==> config.mk <==
export PLATFORM = sky130hd
export DESIGN_NAME = nqueen_solver_flat
export DESIGN_NICKNAME = d
export VERILOG_FILES = /design/src/rtl/nqueen_pkg.sv /design/src/rtl/nqueen_solver_if.sv /design/src/rtl/nqueen_conflict_check.sv /design/src/rtl/nqueen_solver.sv /design/src/flat_wrapper.sv
export SDC_FILE = /design/constraint.sdc
export NUM_CORES = 1
export LEC_CHECK = 0
export BUFFER_PORTS_ARGS = -buffer_cell sky130_fd_sc_hd__buf_2
export CORE_ASPECT_RATIO = 2
export CORE_MARGIN = 2
export CORE_UTILIZATION = 45
export DETAILED_ROUTE_END_ITERATION = 16
export MAX_ROUTING_LAYER = met4
export PLACE_DENSITY = 0.72
export SLEW_MARGIN = 0
export SYNTH_ARGS = -nofsm -noshare
export SYNTH_HDL_FRONTEND = slang
export SYNTH_SLANG_ARGS = --single-unit
==> constraint.sdc <==
create_clock -name clk -period 6.4 [get_ports clk]
set_input_delay 0.32 -clock clk [delete_from_list [all_inputs] [get_ports clk]]
set_output_delay 0.32 -clock clk [all_outputs]
set_load 0.005 [all_outputs]
==> src/rtl/nqueen_pkg.sv <==
// Shared definitions for the N-queens backtracking engine: FSM state codes,
// board-size limit and the row/column index width helper.
package nqueen_pkg;

  localparam int MAX_N = 16;

  typedef logic [2:0] state_t;

  localparam logic [2:0] S_IDLE      = 3'd0;
  localparam logic [2:0] S_PLACE     = 3'd1;
  localparam logic [2:0] S_CHECK     = 3'd2;
  localparam logic [2:0] S_ADVANCE   = 3'd3;
  localparam logic [2:0] S_ACCEPT    = 3'd4;
  localparam logic [2:0] S_BACKTRACK = 3'd5;
  localparam logic [2:0] S_EMIT      = 3'd6;
  localparam logic [2:0] S_DONE      = 3'd7;

  function automatic int idx_w(input int n);
    return (n > 1) ? $clog2(n) : 1;
  endfunction

endpackage

==> src/rtl/nqueen_solver_if.sv <==
// Board-bus bundle for the N-queens engine: command/status handshake plus the
// solution beat stream (valid/ready, one row per beat).
interface nqueen_solver_if
  import nqueen_pkg::*;
#(
  parameter int W = idx_w(8)
) ();
  logic         start;
  logic         find_all;
  logic         abort;
  logic         busy;
  logic         done;
  logic         sol_valid;
  logic         sol_ready;
  logic [W-1:0] sol_row;
  logic [W-1:0] sol_col;
  logic         sol_last;

  modport master (
    input  start, find_all, abort, sol_ready,
    output busy, done, sol_valid, sol_row, sol_col, sol_last
  );

  modport slave (
    output start, find_all, abort, sol_ready,
    input  busy, done, sol_valid, sol_row, sol_col, sol_last
  );
endinterface

==> src/rtl/nqueen_conflict_check.sv <==
// Combinational attack test of the candidate queen (row r, column c) against
// the queen already placed in row k at column col_k.
module nqueen_conflict_check
  import nqueen_pkg::*;
#(
  parameter int W = 3
) (
  input  logic [W-1:0] r,
  input  logic [W-1:0] c,
  input  logic [W-1:0] k,
  input  logic [W-1:0] col_k,
  output logic         conflict
);
  logic [W:0] dr;
  logic [W:0] dc;

  // One extra bit keeps the unsigned distances from wrapping.
  always_comb begin
    dr       = (r >= k)     ? ({1'b0, r} - {1'b0, k})     : ({1'b0, k} - {1'b0, r});
    dc       = (c >= col_k) ? ({1'b0, c} - {1'b0, col_k}) : ({1'b0, col_k} - {1'b0, c});
    conflict = (col_k == c) || (dr == dc);
  end
endmodule

==> src/rtl/nqueen_solver.sv <==
// N-queens backtracking engine: controller FSM, col[] board and beat streamer.
// Optional macro NQ_STATS_EN adds the sol_count / cyc_count statistics ports.
module nqueen_solver
  import nqueen_pkg::*;
#(
  parameter int N     = 8,
  parameter int W     = idx_w(N),
  parameter int CNT_W = 16
) (
  input  logic                clk,
  input  logic                reset,
  nqueen_solver_if.master     bus
`ifdef NQ_STATS_EN
  ,
  output logic [CNT_W-1:0]    sol_count,
  output logic [31:0]         cyc_count
`endif
);
  localparam logic [W-1:0] LAST = W'(N - 1);

  state_t       state;
  logic [W-1:0] col [N];
  logic [W-1:0] r;
  logic [W-1:0] c;
  logic [W-1:0] k;
  logic [W-1:0] beat;
  logic         all_mode;
  logic         done_q;
  logic         conflict;
  logic         busy_w;
  logic         emit_w;

  nqueen_conflict_check #(.W(W)) u_check (
    .r        (r),
    .c        (c),
    .k        (k),
    .col_k    (col[k]),
    .conflict (conflict)
  );

  assign busy_w = (state != S_IDLE) && (state != S_DONE);
  assign emit_w = (state == S_EMIT);

  assign bus.busy      = busy_w;
  assign bus.done      = done_q;
  assign bus.sol_valid = emit_w;
  assign bus.sol_row   = emit_w ? beat : '0;
  assign bus.sol_col   = emit_w ? col[beat] : '0;
  assign bus.sol_last  = emit_w && (beat == LAST);

  always_ff @(posedge clk or negedge reset) begin
    if (!reset) begin
      state    <= S_IDLE;
      r        <= '0;
      c        <= '0;
      k        <= '0;
      beat     <= '0;
      all_mode <= 1'b0;
      done_q   <= 1'b0;
      for (int i = 0; i < N; i++) col[i] <= '0;
    end else begin
      done_q <= 1'b0;
      // Abort outranks everything, including a start in the same cycle.
      if (bus.abort) begin
        if (busy_w) state <= S_IDLE;
      end else begin
        case (state)
          S_IDLE, S_DONE: begin
            if (bus.start) begin
              state    <= S_PLACE;
              r        <= '0;
              c        <= '0;
              all_mode <= bus.find_all;
            end
          end
          S_PLACE: begin
            if (r == '0) begin
              state <= S_ACCEPT;
            end else begin
              k     <= r - W'(1);
              state <= S_CHECK;
            end
          end
          S_CHECK: begin
            if (conflict)      state <= S_ADVANCE;
            else if (k == '0)  state <= S_ACCEPT;
            else               k     <= k - W'(1);
          end
          S_ADVANCE: begin
            if (c != LAST) begin
              c     <= c + W'(1);
              state <= S_PLACE;
            end else begin
              state <= S_BACKTRACK;
            end
          end
          S_ACCEPT: begin
            col[r] <= c;
            if (r == LAST) begin
              beat  <= '0;
              state <= S_EMIT;
            end else begin
              r     <= r + W'(1);
              c     <= '0;
              state <= S_PLACE;
            end
          end
          S_BACKTRACK: begin
            if (r == '0) begin
              state  <= S_DONE;
              done_q <= 1'b1;
            end else begin
              r     <= r - W'(1);
              c     <= col[r - W'(1)];
              state <= S_ADVANCE;
            end
          end
          S_EMIT: begin
            if (bus.sol_ready) begin
              if (beat != LAST) begin
                beat <= beat + W'(1);
              end else if (all_mode) begin
                // r and c still hold the last row's queen, so resume from it.
                state <= S_ADVANCE;
              end else begin
                state  <= S_DONE;
                done_q <= 1'b1;
              end
            end
          end
          default: state <= S_IDLE;
        endcase
      end
    end
  end

`ifdef NQ_STATS_EN
  logic sol_fire;
  logic start_acc;

  assign sol_fire  = emit_w && bus.sol_ready && (beat == LAST) && !bus.abort;
  assign start_acc = !busy_w && bus.start && !bus.abort;

  always_ff @(posedge clk or negedge reset) begin
    if (!reset) begin
      sol_count <= '0;
      cyc_count <= '0;
    end else if (start_acc) begin
      sol_count <= '0;
      cyc_count <= '0;
    end else begin
      if (busy_w && (cyc_count != '1)) cyc_count <= cyc_count + 32'd1;
      if (sol_fire && (sol_count != '1)) sol_count <= sol_count + CNT_W'(1);
    end
  end
`endif

endmodule

==> src/flat_wrapper.sv <==
// flat-port wrapper written by rule: the top's interface ports become plain ports
module nqueen_solver_flat import nqueen_pkg::*;
#(
  parameter int N     = 8,
  parameter int W     = idx_w(N),
  parameter int CNT_W = 16
)
  (clk, reset, bus_start, bus_find_all, bus_abort, bus_sol_ready, bus_busy, bus_done, bus_sol_valid, bus_sol_row, bus_sol_col, bus_sol_last);
  nqueen_solver_if #(.W(W)) bus_i ();
  input  logic clk;
  input  logic reset;
  input wire logic [$bits(bus_i.start)-1:0] bus_start;
  input wire logic [$bits(bus_i.find_all)-1:0] bus_find_all;
  input wire logic [$bits(bus_i.abort)-1:0] bus_abort;
  input wire logic [$bits(bus_i.sol_ready)-1:0] bus_sol_ready;
  output wire logic [$bits(bus_i.busy)-1:0] bus_busy;
  output wire logic [$bits(bus_i.done)-1:0] bus_done;
  output wire logic [$bits(bus_i.sol_valid)-1:0] bus_sol_valid;
  output wire logic [$bits(bus_i.sol_row)-1:0] bus_sol_row;
  output wire logic [$bits(bus_i.sol_col)-1:0] bus_sol_col;
  output wire logic [$bits(bus_i.sol_last)-1:0] bus_sol_last;
  assign bus_i.start = bus_start;
  assign bus_i.find_all = bus_find_all;
  assign bus_i.abort = bus_abort;
  assign bus_i.sol_ready = bus_sol_ready;
  assign bus_busy = bus_i.busy;
  assign bus_done = bus_i.done;
  assign bus_sol_valid = bus_i.sol_valid;
  assign bus_sol_row = bus_i.sol_row;
  assign bus_sol_col = bus_i.sol_col;
  assign bus_sol_last = bus_i.sol_last;
  nqueen_solver #(.N(N), .W(W), .CNT_W(CNT_W)) u_core (.clk(clk), .reset(reset), .bus(bus_i));
endmodule
==> out/summary.md <==
The number of global-route vias before repair was 2863. The critical path goes through mux4_2, nand2_1, and2_1, inv_1, ha_1, inv_1, fa_1, inv_1, fa_1, nor2b_1, o22a_1, a2111o_1, a211oi_2, o2111ai_2, a211o_1, a32o_1. The worst endpoint data arrival time was 4.47 ns; the total number of clock tree sinks was 41. The count of nets left with antenna violations once routing finished came out at 0.

For the number of placed I/O pins, the log shows 16. TritonCTS built the clock tree. The tools report the number of fillers in the final layout as 676. Setup repair after global routing left no endpoint under its margin.

Number of synthesized register bits: 41. The run gives 0 ns as the setup total negative slack. Worst-path cell with the longest stage delay: sky130_fd_sc_hd__dfrtp_1. In this run, post-CTS repair resized a total of 0 instances.

The number of remaining DRC errors is 0. At the worst endpoint, the required time is 6.58 ns. For the pin with the worst max-slew slack, the measured transition is 0.9449 ns. The tools report the kind of start point of the critical path as a flip-flop. The number of enable-type register cells in the synthesized netlist is 0. The most common cell after layout, fill and taps aside was sky130_fd_sc_hd__dfrtp_1. Synthesis produced a netlist whose cell count is 334.

The path class of the lowest-slack min-delay path was primary input to async pin. Highest clock frequency the design can meet: 232.8 MHz. The vias after detailed routing was 2719. The first detailed-routing pass took 4 iterations. For the worst clock skew on the final layout, the log shows 0.004614 ns. The starting utilization of the core area was 45.85%; the ratio of cells with drive above 1 in the final layout was 18.71%.

In this run the post-CTS setup repair buffer count came out at 0. Max-cap violations in this run came to 0. Post-layout minimum cycle time: 4.295 ns.

The setup path with the least slack is of type flip-flop to flip-flop. The sequential cell area is 1026 um2. In this run the static leakage power is 1.633 nW. The critical path starts at u_core.k[0]$_DFFE_PN0P_. The remaining global-route overflow is 0, and the area of the multi-input gates is 2127 um2. The netlist area before placement was 3307 um2; the width of the die was 64.62 um. The maximum vdd ir drop was 0.2638 mV. From bottom edge to top edge, the die measures 125.2 um. The core region is 7212 um2. Clock buffer count from CTS: 5. The HPWL after detailed placement is 6.661 mm. The worst setup path is captured at a flip-flop. Dividing the detail-routed via count by the number of cells gives 6.265. The H-tree was split into 2 levels. The total power density per cell area was 366.0 nW/um2; the total power consumption of the routed design was 1.322 mW. In the final routed layout, each cell accounts on average for 19.94 um. The slack of the worst reg-to-reg path is 2.10 ns.

The final critical path takes up 67.12% of the cycle. The largest net degree at the start of global routing is 42. At the end of routability-driven placement, the weighted congestion stood at 0.9669. The worst register-to-register path has a depth of 16. For the number of DRC violations after detailed-routing iteration 0, the log shows 240. Number of diodes: 0. The area added between synthesis and finish was 9.270%; the count of yosys warnings during synthesis was 0. For the number of hold violations in the final report, the log shows 0.

The flow ran to the end, and the final reports show no timing, DRC or antenna violations. Yosys mapped the design onto 51 distinct sky130hd cell types. The net count reported at finish was 375; the count of input and output buffers was 15. After synthesis, flip-flops and latches occupy 31.03% of the total area.

The post-CTS clock slew at the launch and capture registers of the worst setup and hold paths is 0.06 ns, and the final-report max-slew violation count is 0. The maximum fanout along the worst path was 10. The tree is rooted in a sky130_fd_sc_hd__clkbuf_16. The tools report the final number of setup-violating endpoints as 0. For the overall track demand over capacity in global routing, the log shows 24.01%. Among all flip-flop cells after synthesis, the most frequent one is sky130_fd_sc_hd__dfrtp_1. The run gives 368 as the synthesized netlist net count. The count of standard-cell rows was 44; the worst max-slew margin expressed relative to the limit was 37.01%.

The routed design has 8.655 mm of wire. In this run the worst setup path terminates at u_core.state[2]$_DFFE_PN0P_. Counting flops with an async set or reset pin after synthesis yields a share of 100.0%. In the layout the commonest cells are sky130_fd_sc_hd__dfrtp_1 (41), sky130_fd_sc_hd__nand2_1 (39), sky130_fd_sc_hd__inv_1 (26).

The delay of the slowest cell on the worst path is 0.64 ns. The post-cts hold buffer count is 0, and the number of antenna violations at the first check in global routing is 0. The startpoint identified for the worst register-to-register timing path is u_core.k[0]$_DFFE_PN0P_. The run gives 14.23 mm as the global-route wire length before repair. The maximum number of buffers from clock root to sink came out at 2. The die covers 8092 um2. Clock latency on the worst-skew pair, taken at its later pin, is 0.29 ns. The dominant cell type by count on the critical path was sky130_fd_sc_hd__inv_1. The average instance in the mapped netlist occupies 9.901 um2.

The worst register-to-register path ends at u_core.state[2]$_DFFE_PN0P_.
[how the worst min path moves through the flow]
stage	start	endpoint	slack (ns)	cells past startpoint
global placement	reset	u_core.bus.done$_DFF_PN0_	0.49	1
CTS	reset	u_core.bus.done$_DFF_PN0_	0.21	1
floorplan	reset	u_core.all_mode$_DFFE_PN0P_	0.02	0
global route	reset	u_core.bus.done$_DFF_PN0_	0.24	1
finish	reset	u_core.bus.done$_DFF_PN0_	0.17	1
detailed placement	reset	u_core.bus.done$_DFF_PN0_	0.52	1
[final cells by class]
cell class | instances | share of cell area, %
Multi-Input combinational cell | 252 | 58.86
Clock buffer | 7 | 3.947
Inverter | 26 | 2.701
Timing Repair Buffer | 15 | 2.078
Sequential cell | 41 | 28.39
Tap cell | 92 | 3.186
Clock inverter | 1 | 0.8310
[metal layers]
layer	GRT usage (%)	wire [um]	vias up
li1	-	-	1231
met1	23.11	2894	1337
met2	41.54	4741	105
met3	3.058	324	46
met4	19.27	694	0
met5	-	0	-
[flip-flops by register name, indices dropped and copies added, names as in the netlist]
| signal | flops |
|---|---|
| u_core.r | 3 |
| u_core.beat | 3 |
| u_core.bus.done | 1 |
| u_core.k | 3 |
| u_core.col | 24 |
| u_core.all_mode | 1 |
| u_core.state | 3 |
| u_core.c | 3 |
[power breakdown]
part / switching (mW) / total [mW] / internal (mW)
Sequential: 0.113 / 0.406 / 0.293
Combinational: 0.343 / 0.624 / 0.281
Clock: 0.0976 / 0.292 / 0.195
Total: 0.554 / 1.32 / 0.769
[cells in the mapped netlist, types with 3 or more instances]
cell type | n | area, um2
sky130_fd_sc_hd__a21oi_1 | 12 | 60.06
sky130_fd_sc_hd__a22o_1 | 3 | 26.28
sky130_fd_sc_hd__and2_1 | 7 | 43.79
sky130_fd_sc_hd__and3_1 | 4 | 25.02
sky130_fd_sc_hd__clkbuf_1 | 13 | 48.80
sky130_fd_sc_hd__dfrtp_1 | 41 | 1026
sky130_fd_sc_hd__fa_1 | 6 | 120.1
sky130_fd_sc_hd__ha_1 | 22 | 275.3
sky130_fd_sc_hd__inv_1 | 26 | 97.59
sky130_fd_sc_hd__mux2_2 | 19 | 214.0
sky130_fd_sc_hd__mux2i_1 | 11 | 110.1
sky130_fd_sc_hd__mux4_2 | 18 | 405.4
sky130_fd_sc_hd__nand2_1 | 39 | 146.4
sky130_fd_sc_hd__nand2b_1 | 4 | 25.02
sky130_fd_sc_hd__nand3_1 | 15 | 75.07
sky130_fd_sc_hd__nand4_1 | 3 | 18.77
sky130_fd_sc_hd__nor2_1 | 13 | 48.80
sky130_fd_sc_hd__nor2b_1 | 4 | 25.02
sky130_fd_sc_hd__nor3_1 | 12 | 60.06
sky130_fd_sc_hd__o21ai_0 | 18 | 90.09
sky130_fd_sc_hd__or3_1 | 4 | 25.02
sky130_fd_sc_hd__xnor2_1 | 4 | 35.03
[worst max-delay path: cells and delay by family, from the launching register on]
kind                     cells  cell delay, ns
flip-flops                   1            0.64
AND/OR/NAND/NOR              3            0.39
buffers and inverters        3            0.17
multiplexers                 1            0.56
AO/OA/AOI/OAI                6            1.61
adder cells (fa/ha/maj)      3            0.81
[through the flow]
step                cells  setup slack, ns  cell area [um2]  utilization [%]  hold WS (ns)
global placement      426            2.227             3441            47.71        0.4894
detailed placement    426            2.162             3441            47.71        0.5184
floorplan             334            2.341             3307                -       0.02441
finish                434            2.105             3613            50.10        0.1650
CTS                   434            2.139             3613            50.10        0.2055
global route          434            1.848             3613            50.10        0.2435
[cell families (layout without fill, tap and decap cells)]
| family | after synthesis | count (layout) | share of synthesized area (%) |
|---|---|---|---|
| simple gates | 111 | 111 | 16.27 |
| compound gates | 59 | 59 | 12.45 |
| mux | 48 | 48 | 22.06 |
| flops | 41 | 41 | 31.03 |
| buf+inv | 41 | 49 | 4.654 |
| fa+ha+maj | 28 | 28 | 11.96 |
| xor+xnor | 6 | 6 | 1.589 |
Power figures use the tool's default switching activity.
